$ cat src/rtl/io_bus_sequencer.sv
// Two-requester round-robin sequencer for the shared 8-device I/O decode bus.
// Runs address setup, waits on per-device ready with timeout, and acks completion.
module io_bus_sequencer #(
  parameter int SETUP_CYC = 1,
  parameter int TIMEOUT   = 16,
  parameter int PARK_DEV  = 7
) (
  input  logic        clk,
  input  logic        reset_n,
  input  logic        req0,
  input  logic        req1,
  input  logic        wr0,
  input  logic        wr1,
  input  logic [2:0]  dev0,
  input  logic [2:0]  dev1,
  input  logic [1:0]  reg0,
  input  logic [1:0]  reg1,
  input  logic [15:0] wdata0,
  input  logic [15:0] wdata1,
  output logic        ack0,
  output logic        ack1,
  output logic        err,
  output logic [15:0] rdata,
  output logic        busy,
  output logic [2:0]  io_dev_sel,
  output logic [1:0]  io_reg_sel,
  output logic        io_we,
  output logic [15:0] io_wdata,
  input  logic [15:0] io_rdata,
  input  logic [7:0]  io_ready
);

  localparam logic [7:0] SETUP_N = 8'(SETUP_CYC);
  localparam logic [7:0] TMO_N   = 8'(TIMEOUT);
  localparam logic [2:0] PARK    = 3'(PARK_DEV);

  typedef enum logic [1:0] {
    IDLE,
    SETUP,
    ACCESS,
    DONE
  } state_t;

  state_t      state_q, state_d;
  logic        last_q, last_d;
  logic        gnt_q, gnt_d;
  logic        wr_q, wr_d;
  logic [2:0]  dev_q, dev_d;
  logic [7:0]  cnt_q, cnt_d;
  logic        ack0_q, ack0_d;
  logic        ack1_q, ack1_d;
  logic        err_q, err_d;
  logic [15:0] rdata_q, rdata_d;
  logic        busy_q, busy_d;
  logic [2:0]  sel_q, sel_d;
  logic [1:0]  rsel_q, rsel_d;
  logic        we_q, we_d;
  logic [15:0] wd_q, wd_d;
  logic        win;
  logic        fin;

  always_ff @(posedge clk or negedge reset_n) begin
    if (!reset_n) begin
      state_q <= IDLE;
      last_q  <= 1'b1;
      gnt_q   <= 1'b0;
      wr_q    <= 1'b0;
      dev_q   <= 3'd0;
      cnt_q   <= 8'd0;
      ack0_q  <= 1'b0;
      ack1_q  <= 1'b0;
      err_q   <= 1'b0;
      rdata_q <= 16'h0000;
      busy_q  <= 1'b0;
      sel_q   <= PARK;
      rsel_q  <= 2'd0;
      we_q    <= 1'b0;
      wd_q    <= 16'h0000;
    end else begin
      state_q <= state_d;
      last_q  <= last_d;
      gnt_q   <= gnt_d;
      wr_q    <= wr_d;
      dev_q   <= dev_d;
      cnt_q   <= cnt_d;
      ack0_q  <= ack0_d;
      ack1_q  <= ack1_d;
      err_q   <= err_d;
      rdata_q <= rdata_d;
      busy_q  <= busy_d;
      sel_q   <= sel_d;
      rsel_q  <= rsel_d;
      we_q    <= we_d;
      wd_q    <= wd_d;
    end
  end

  always_comb begin
    state_d = state_q;
    last_d  = last_q;
    gnt_d   = gnt_q;
    wr_d    = wr_q;
    dev_d   = dev_q;
    cnt_d   = cnt_q;
    ack0_d  = 1'b0;
    ack1_d  = 1'b0;
    err_d   = err_q;
    rdata_d = rdata_q;
    sel_d   = sel_q;
    rsel_d  = rsel_q;
    we_d    = we_q;
    wd_d    = wd_q;
    fin     = 1'b0;
    // contention goes to whoever was not served last
    win     = (req0 && req1) ? ~last_q : req1;

    unique case (state_q)
      IDLE: begin
        if (req0 || req1) begin
          state_d = SETUP;
          gnt_d   = win;
          last_d  = win;
          wr_d    = win ? wr1 : wr0;
          dev_d   = win ? dev1 : dev0;
          cnt_d   = 8'd1;
          sel_d   = win ? dev1 : dev0;
          rsel_d  = win ? reg1 : reg0;
          wd_d    = win ? wdata1 : wdata0;
          we_d    = 1'b0;
        end
      end
      SETUP: begin
        if (cnt_q >= SETUP_N) begin
          state_d = ACCESS;
          cnt_d   = 8'd1;
          we_d    = wr_q;
        end else begin
          cnt_d = cnt_q + 8'd1;
        end
      end
      ACCESS: begin
        // ready takes priority over an expiring timeout
        if (io_ready[dev_q]) begin
          fin   = 1'b1;
          err_d = 1'b0;
          if (!wr_q) rdata_d = io_rdata;
        end else if (cnt_q >= TMO_N) begin
          fin     = 1'b1;
          err_d   = 1'b1;
          rdata_d = 16'h0000;
        end else begin
          cnt_d = cnt_q + 8'd1;
        end
        if (fin) begin
          state_d = DONE;
          we_d    = 1'b0;
          sel_d   = PARK;
          ack0_d  = ~gnt_q;
          ack1_d  = gnt_q;
        end
      end
      DONE: begin
        state_d = IDLE;
      end
      default: begin
        state_d = IDLE;
        we_d    = 1'b0;
        sel_d   = PARK;
      end
    endcase

    busy_d = (state_d != IDLE);
  end

  assign ack0       = ack0_q;
  assign ack1       = ack1_q;
  assign err        = err_q;
  assign rdata      = rdata_q;
  assign busy       = busy_q;
  assign io_dev_sel = sel_q;
  assign io_reg_sel = rsel_q;
  assign io_we      = we_q;
  assign io_wdata   = wd_q;

endmodule

$ cat config.mk
export PLATFORM = sky130hd
export DESIGN_NAME = io_bus_sequencer
export DESIGN_NICKNAME = d
export VERILOG_FILES = /design/src/rtl/io_bus_sequencer.sv
export SDC_FILE = /design/constraint.sdc
export NUM_CORES = 1
export LEC_CHECK = 0
export ABC_AREA = 1
export CORE_MARGIN = 8
export CORE_UTILIZATION = 47
export CTS_CLUSTER_DIAMETER = 200
export DETAILED_ROUTE_END_ITERATION = 6
export GPL_ROUTABILITY_DRIVEN = 0
export HOLD_SLACK_MARGIN = 0.06
export PLACE_DENSITY = 0.87
export SYNTH_ARGS = -nofsm -noshare
export SYNTH_HDL_FRONTEND = slang
export SYNTH_SLANG_ARGS = --single-unit
$ cat constraint.sdc
create_clock -name clk -period 3.3 [get_ports clk]
set_input_delay 0.33 -clock clk [delete_from_list [all_inputs] [get_ports clk]]
set_output_delay 0.33 -clock clk [all_outputs]
set_load 0.02 [all_outputs]
* Yosys cells after proc, flatten, opt, wreduce, memory -nomap -nowiden *
Index checks and enable logic that the tools add are counted.

cells by class
  $add $sub $neg = 1
  $lt $le $gt $ge = 3
  equal/unequal tests = 9
  muxes and demuxes = 35
  bitwise operators = 2
  reduce and logical (&&, ||, !) cells = 13

operator list
  cell                                                                                 number
  16-bit 2-to-1 mux                                                                    4
  8-bit 2-to-1 mux                                                                     4
  8-bit case mux with 3 select lines                                                   1
  1-bit 2-to-1 mux                                                                     15
  2-bit != test, second input constant                                                 6
  3-bit 2-to-1 mux                                                                     3
  8-bit by 1-bit adder with 8-bit output, second input constant                        1
  8-bit by 1-bit greater-or-equal comparator with 1-bit output, second input constant  1
  8-bit by 5-bit greater-or-equal comparator with 1-bit output, second input constant  1
  2-bit 2-to-1 mux                                                                     4
  2-bit case mux with 4 select lines                                                   1
  4-bit AND reduction                                                                  2
  3-bit case mux with 2 select lines                                                   1
  3-bit AND reduction                                                                  2
  2-bit nonzero test                                                                   3
  2-bit == test, second input constant                                                 2
  3-bit by 4-bit less-than comparator with 1-bit output, second input constant         1
  2-bit AND reduction                                                                  2
  1-bit binary-select mux with 3-bit select                                            1
  1-bit case mux with 3 select lines                                                   1
  3-bit nonzero test                                                                   1
  2-bit by 1-bit == test with 1-bit output, second input constant                      1
  2-bit zero test                                                                      1
  1-bit inverter                                                                       2
  2 further kinds                                                                      2

word-level totals
  bits in registers = 58
  bits of input ports = 72
  output and inout bits = 42
  logic and storage cells = 78

* Logic depth before layout (Yosys ltp) *
  word-level depth = 7
  depth in mapped cells = 11
  gate-level depth less buffers = 11

* Worst setup path after synthesis *
No wires, ideal clock.

  kind = register to register
  start point = register state_q[0]
  end point = register sel_q[0], in the netlist io_dev_sel[0]
  setup time = 76 ps
  arrival = 1457 ps
  required time = 3224 ps
  path slack = 1766 ps
  stages on the path, launching flop included = 9
  path buffers = 1
  period minus slack after synthesis = 1534 ps
  cells stage by stage = dfrtp_1 > inv_1 > ha_1 > buf_2 > inv_1 > o21ai_0 > nand2_1 > nand2_1 > nand2_1

on the way
  word-level cells in the longest chain between the ends = 3
  elaborated cells on any way between the ends = 7
  those cells by class = eq/ne (3); mux (1); reduce/logical (3)

RTL lines
  item                                                           line  source
  from (decl)                                                    44    state_t state_q, state_d;
  from (signal assigned)                                         80    state_q <= state_d;
  2-bit == test or 2-bit zero test (tied branches)               117   unique case (state_q)
  2-bit != test (no line) or 2-bit nonzero test (tied branches)  -
  3-bit AND reduction (no line)                                  -
  to (signal assigned)                                           91    sel_q <= sel_d;
  to (decl)                                                      55    logic [2:0] sel_q, sel_d;

Parallel ways exist; a longest one is shown, timed or not.
A chain may end at the register's enable or synchronous reset.

* Final worst setup path *
  start point = register state_q[0]
  end point = register wd_q[8], in the netlist io_wdata[8]

on the way
  word-level cells in the longest chain between the ends = 2

RTL lines
  item                           line  source
  2-bit zero test                117
  2-bit AND reduction (no line)  -
  to (signal assigned)           94    wd_q <= wd_d;
  to (decl)                      58    logic [15:0] wd_q, wd_d;

No other way between the ends.

==> out/metrics.csv <==
stage,metric,value,unit
setup_path,crit_path_end_kind,flop,
global_routing,grt_usage,0.184,
timing,fin_skew,0.00482,ns
drt,wire_per_inst,14.3,um
synthesis,synthArstFlopShare,1.00,
cts,htreeDepth,3,
cts,clock_sinks,58,
cts,postCtsSetupBuffers,0,
floorplan,die_h,94.5,um
synthesis,syn_area,2900,um^2
setup_path,arrival,2.49,ns
floorplan,fp.coreArea,5960,um^2
cts,root_buffer,clkbuf_8,
synthesis,synth_top_area_share,0.466,
setup_path,startpoint,state_q[0],
power_and_ir_drop,finalPower,3910,uW
synthesis,synthTopCellsByArea,"dfrtp_1 (47%), nand2_1 (15%), o21ai_0 (7.4%)",
drt,via_per_inst,4.96,
run_status,status,completed,
timing,setup_viol,0,
layout,fin_cells,561,
cts,worstSkewPairLatency,0.33,ns
drt,drtAntennaViolNets,0,
synthesis,synth_top_cells_by_count,"nand2_1 (113), dfrtp_1 (54), o21ai_0 (43)",
timing,final.setup.worst_slack,1.05,ns
drt,first_pass_iters,5,
placed_design,dp_cells,545,
timing,fin_crit,2.25,ns
synthesis,yosysSeqAreaShare,0.502,
floorplan,row_count,28,
cts,clk_pin_slew_worst_paths,0.06,ns
setup_path,start_kind,flop,
timing,fin_setup_tns,0,ns
synthesis,ys_ff_latch,58,
cts,cts_buffers,9,
setup_path,crit_type,flop to flop,
synthesis,synth-main-ff-cell,dfrtp_1,
setup_path,crit_path_max_fanout,26,
global_routing,grt_antenna_before_repair,0,
cts,clk_path_buf_depth,2,
floorplan,start_util,0.487,
timing,max_freq,0.445,GHz
power_and_ir_drop,power_density,917,nW/um^2
synthesis,synth_edf_count,0,
layout,finish.instance_area,4260,um^2
synthesis,ys_types,24,
synthesis,ys_warn_count,0,
placed_design,hpwl,6.18,mm
timing,relSlewSlack,0.327,
placed_design,dpl_cell_area,4070,um^2
timing,period_share,0.681,
floorplan,die_area,8940,um^2
setup_path,timing.rr.end,io_wdata[8],
layout,area_growth,47.1,%
drt,finalWirelength,8.00,mm
floorplan,die_w,94.5,um
power_and_ir_drop,p_leak,0.00207,uW
timing,rsz0062_at_grt,false,
cts,ctsHoldBuffers,0,
drt,vias,2785,
layout,num_antenna_cells,0,
setup_path,reg2regPathDepth,7,
timing,slew_violations,0,
power_and_ir_drop,vdd_drop_max,0.000548,V
layout,finalNetCount,561,
setup_path,r2r_setup_slack,1.05,ns
timing,finalHoldViolCount,0,
floorplan,pin_count,114,
run,cap_viol_max_count,0,
setup_path,crit-reg2reg-launch,state_q[0],
synthesis,synth_top_cell_by_area,dfrtp_1,
synthesis,yosysMostFrequentCell,nand2_1,
drt,drcViolationCount,0,
cts,cts_tree,done,
min_path,min_path_type,primary input to async pin,
global_routing,grt-ovfl-total,0,
drt,drtIter0Drc,162,
timing,worstMarginPinSlew,1.01,ns
placed_design,dp_slack,1.06,ns
global_routing,grt_pass1_wl,13.1,mm
cts,cts_resized,0,
layout,drive_gt1_frac,0.0617,
synthesis,synth_nets,448,
setup_path,endpoint,io_wdata[8],
global_routing,grt_max_degree,47,
placed_design,io_buffers,113,
global_routing,grt_pass1_vias,2840,
synthesis,synth_cells,368,
setup_path,critPathRequiredTime,3.54,ns
synthesis,synth.avg_cell_area,7.88,um^2
[layout by cell type, fill, tap and decap left out]
cell type / n
xnor2_1: 1
nor2_1: 36
dfstp_2: 4
clkdlybuf4s50_1: 112
nand3_2: 2
clkinv_2: 1
nand3_4: 2
nand3_1: 38
o21ai_0: 43
o21ai_1: 2
nand4_1: 2
inv_1: 35
o21a_1: 1
a21oi_1: 3
clkbuf_8: 11
buf_2: 1
xor2_1: 1
bufinv_16: 1
nand2_1: 113
inv_2: 2
nand2_2: 3
ha_1: 8
clkbuf_1: 3
a31oi_1: 2
buf_4: 3
o211ai_1: 1
dfrtp_1: 54
nand3b_1: 1
[worst min-delay path by stage]
| stage | cells after the start | end | slack, ns |
|---|---|---|---|
| 2_1_floorplan | 0 | ack0 | 0.03 |
| 3_3_place_gp | 1 | ack0 | 0.41 |
| 3_5_place_dp | 1 | ack0 | 0.42 |
| 4_1_cts | 1 | cnt_q[5] | 0.20 |
| 5_1_grt | 1 | io_we | 0.26 |
| 6_report | 1 | io_we | 0.17 |
[flip-flops by register name, summed over array words and instances (netlist names), 2 cells and up]
signal,count
state_q,2
dev_q,3
io_wdata,16
cnt_q,8
io_dev_sel,3
io_reg_sel,2
rdata,16
[worst max-delay path, stage by stage (launching register included)]
cell and delay (ns):
dfrtp_1 0.43, inv_1 0.11, ha_1 0.35, o21ai_1 0.11, buf_4 0.23, inv_1 0.52, o21ai_0 0.17, o21ai_0 0.22
[metrics by stage]
stage / util / hold slack [ns]
detailed placement: 0.683 / 0.420
floorplan: - / 0.0344
global route: 0.716 / 0.256
finish: 0.716 / 0.167
CTS: 0.716 / 0.200
global placement: 0.683 / 0.410
[cell type report]
cell class,instances,area [um^2]
Fill cell,478,1690
Sequential cell,58,1460
Multi-Input combinational cell,259,1230
Timing Repair Buffer,116,1150
Clock buffer,14,163
Inverter,37,139
Tap cell,75,93.8
Clock inverter,2,35.0
[cells by family after synthesis]
logic type,Yosys count,synth area share
buffers and inverters,51,0.0738
AND/OR/NAND/NOR,197,0.291
AO/OA/AOI/OAI,52,0.0924
XOR/XNOR,2,0.00604
adder cells (fa/ha/maj),8,0.0345
flip-flops,58,0.502
[where the power goes]
| part | switching, uW | internal (uW) | total [uW] |
|---|---|---|---|
| sequential | 198 | 1040 | 1240 |
| combinational | 1200 | 828 | 2020 |
| clock | 260 | 390 | 649 |
| total | 1650 | 2260 | 3910 |
[metal layers]
metal	track usage	part of all wire
met3	0.0817	0.099
met1	0.213	0.41
met4	0.0637	0.016
met2	0.297	0.47
met5	0	0
No activity file was read; power rests on OpenSTA's default activity.
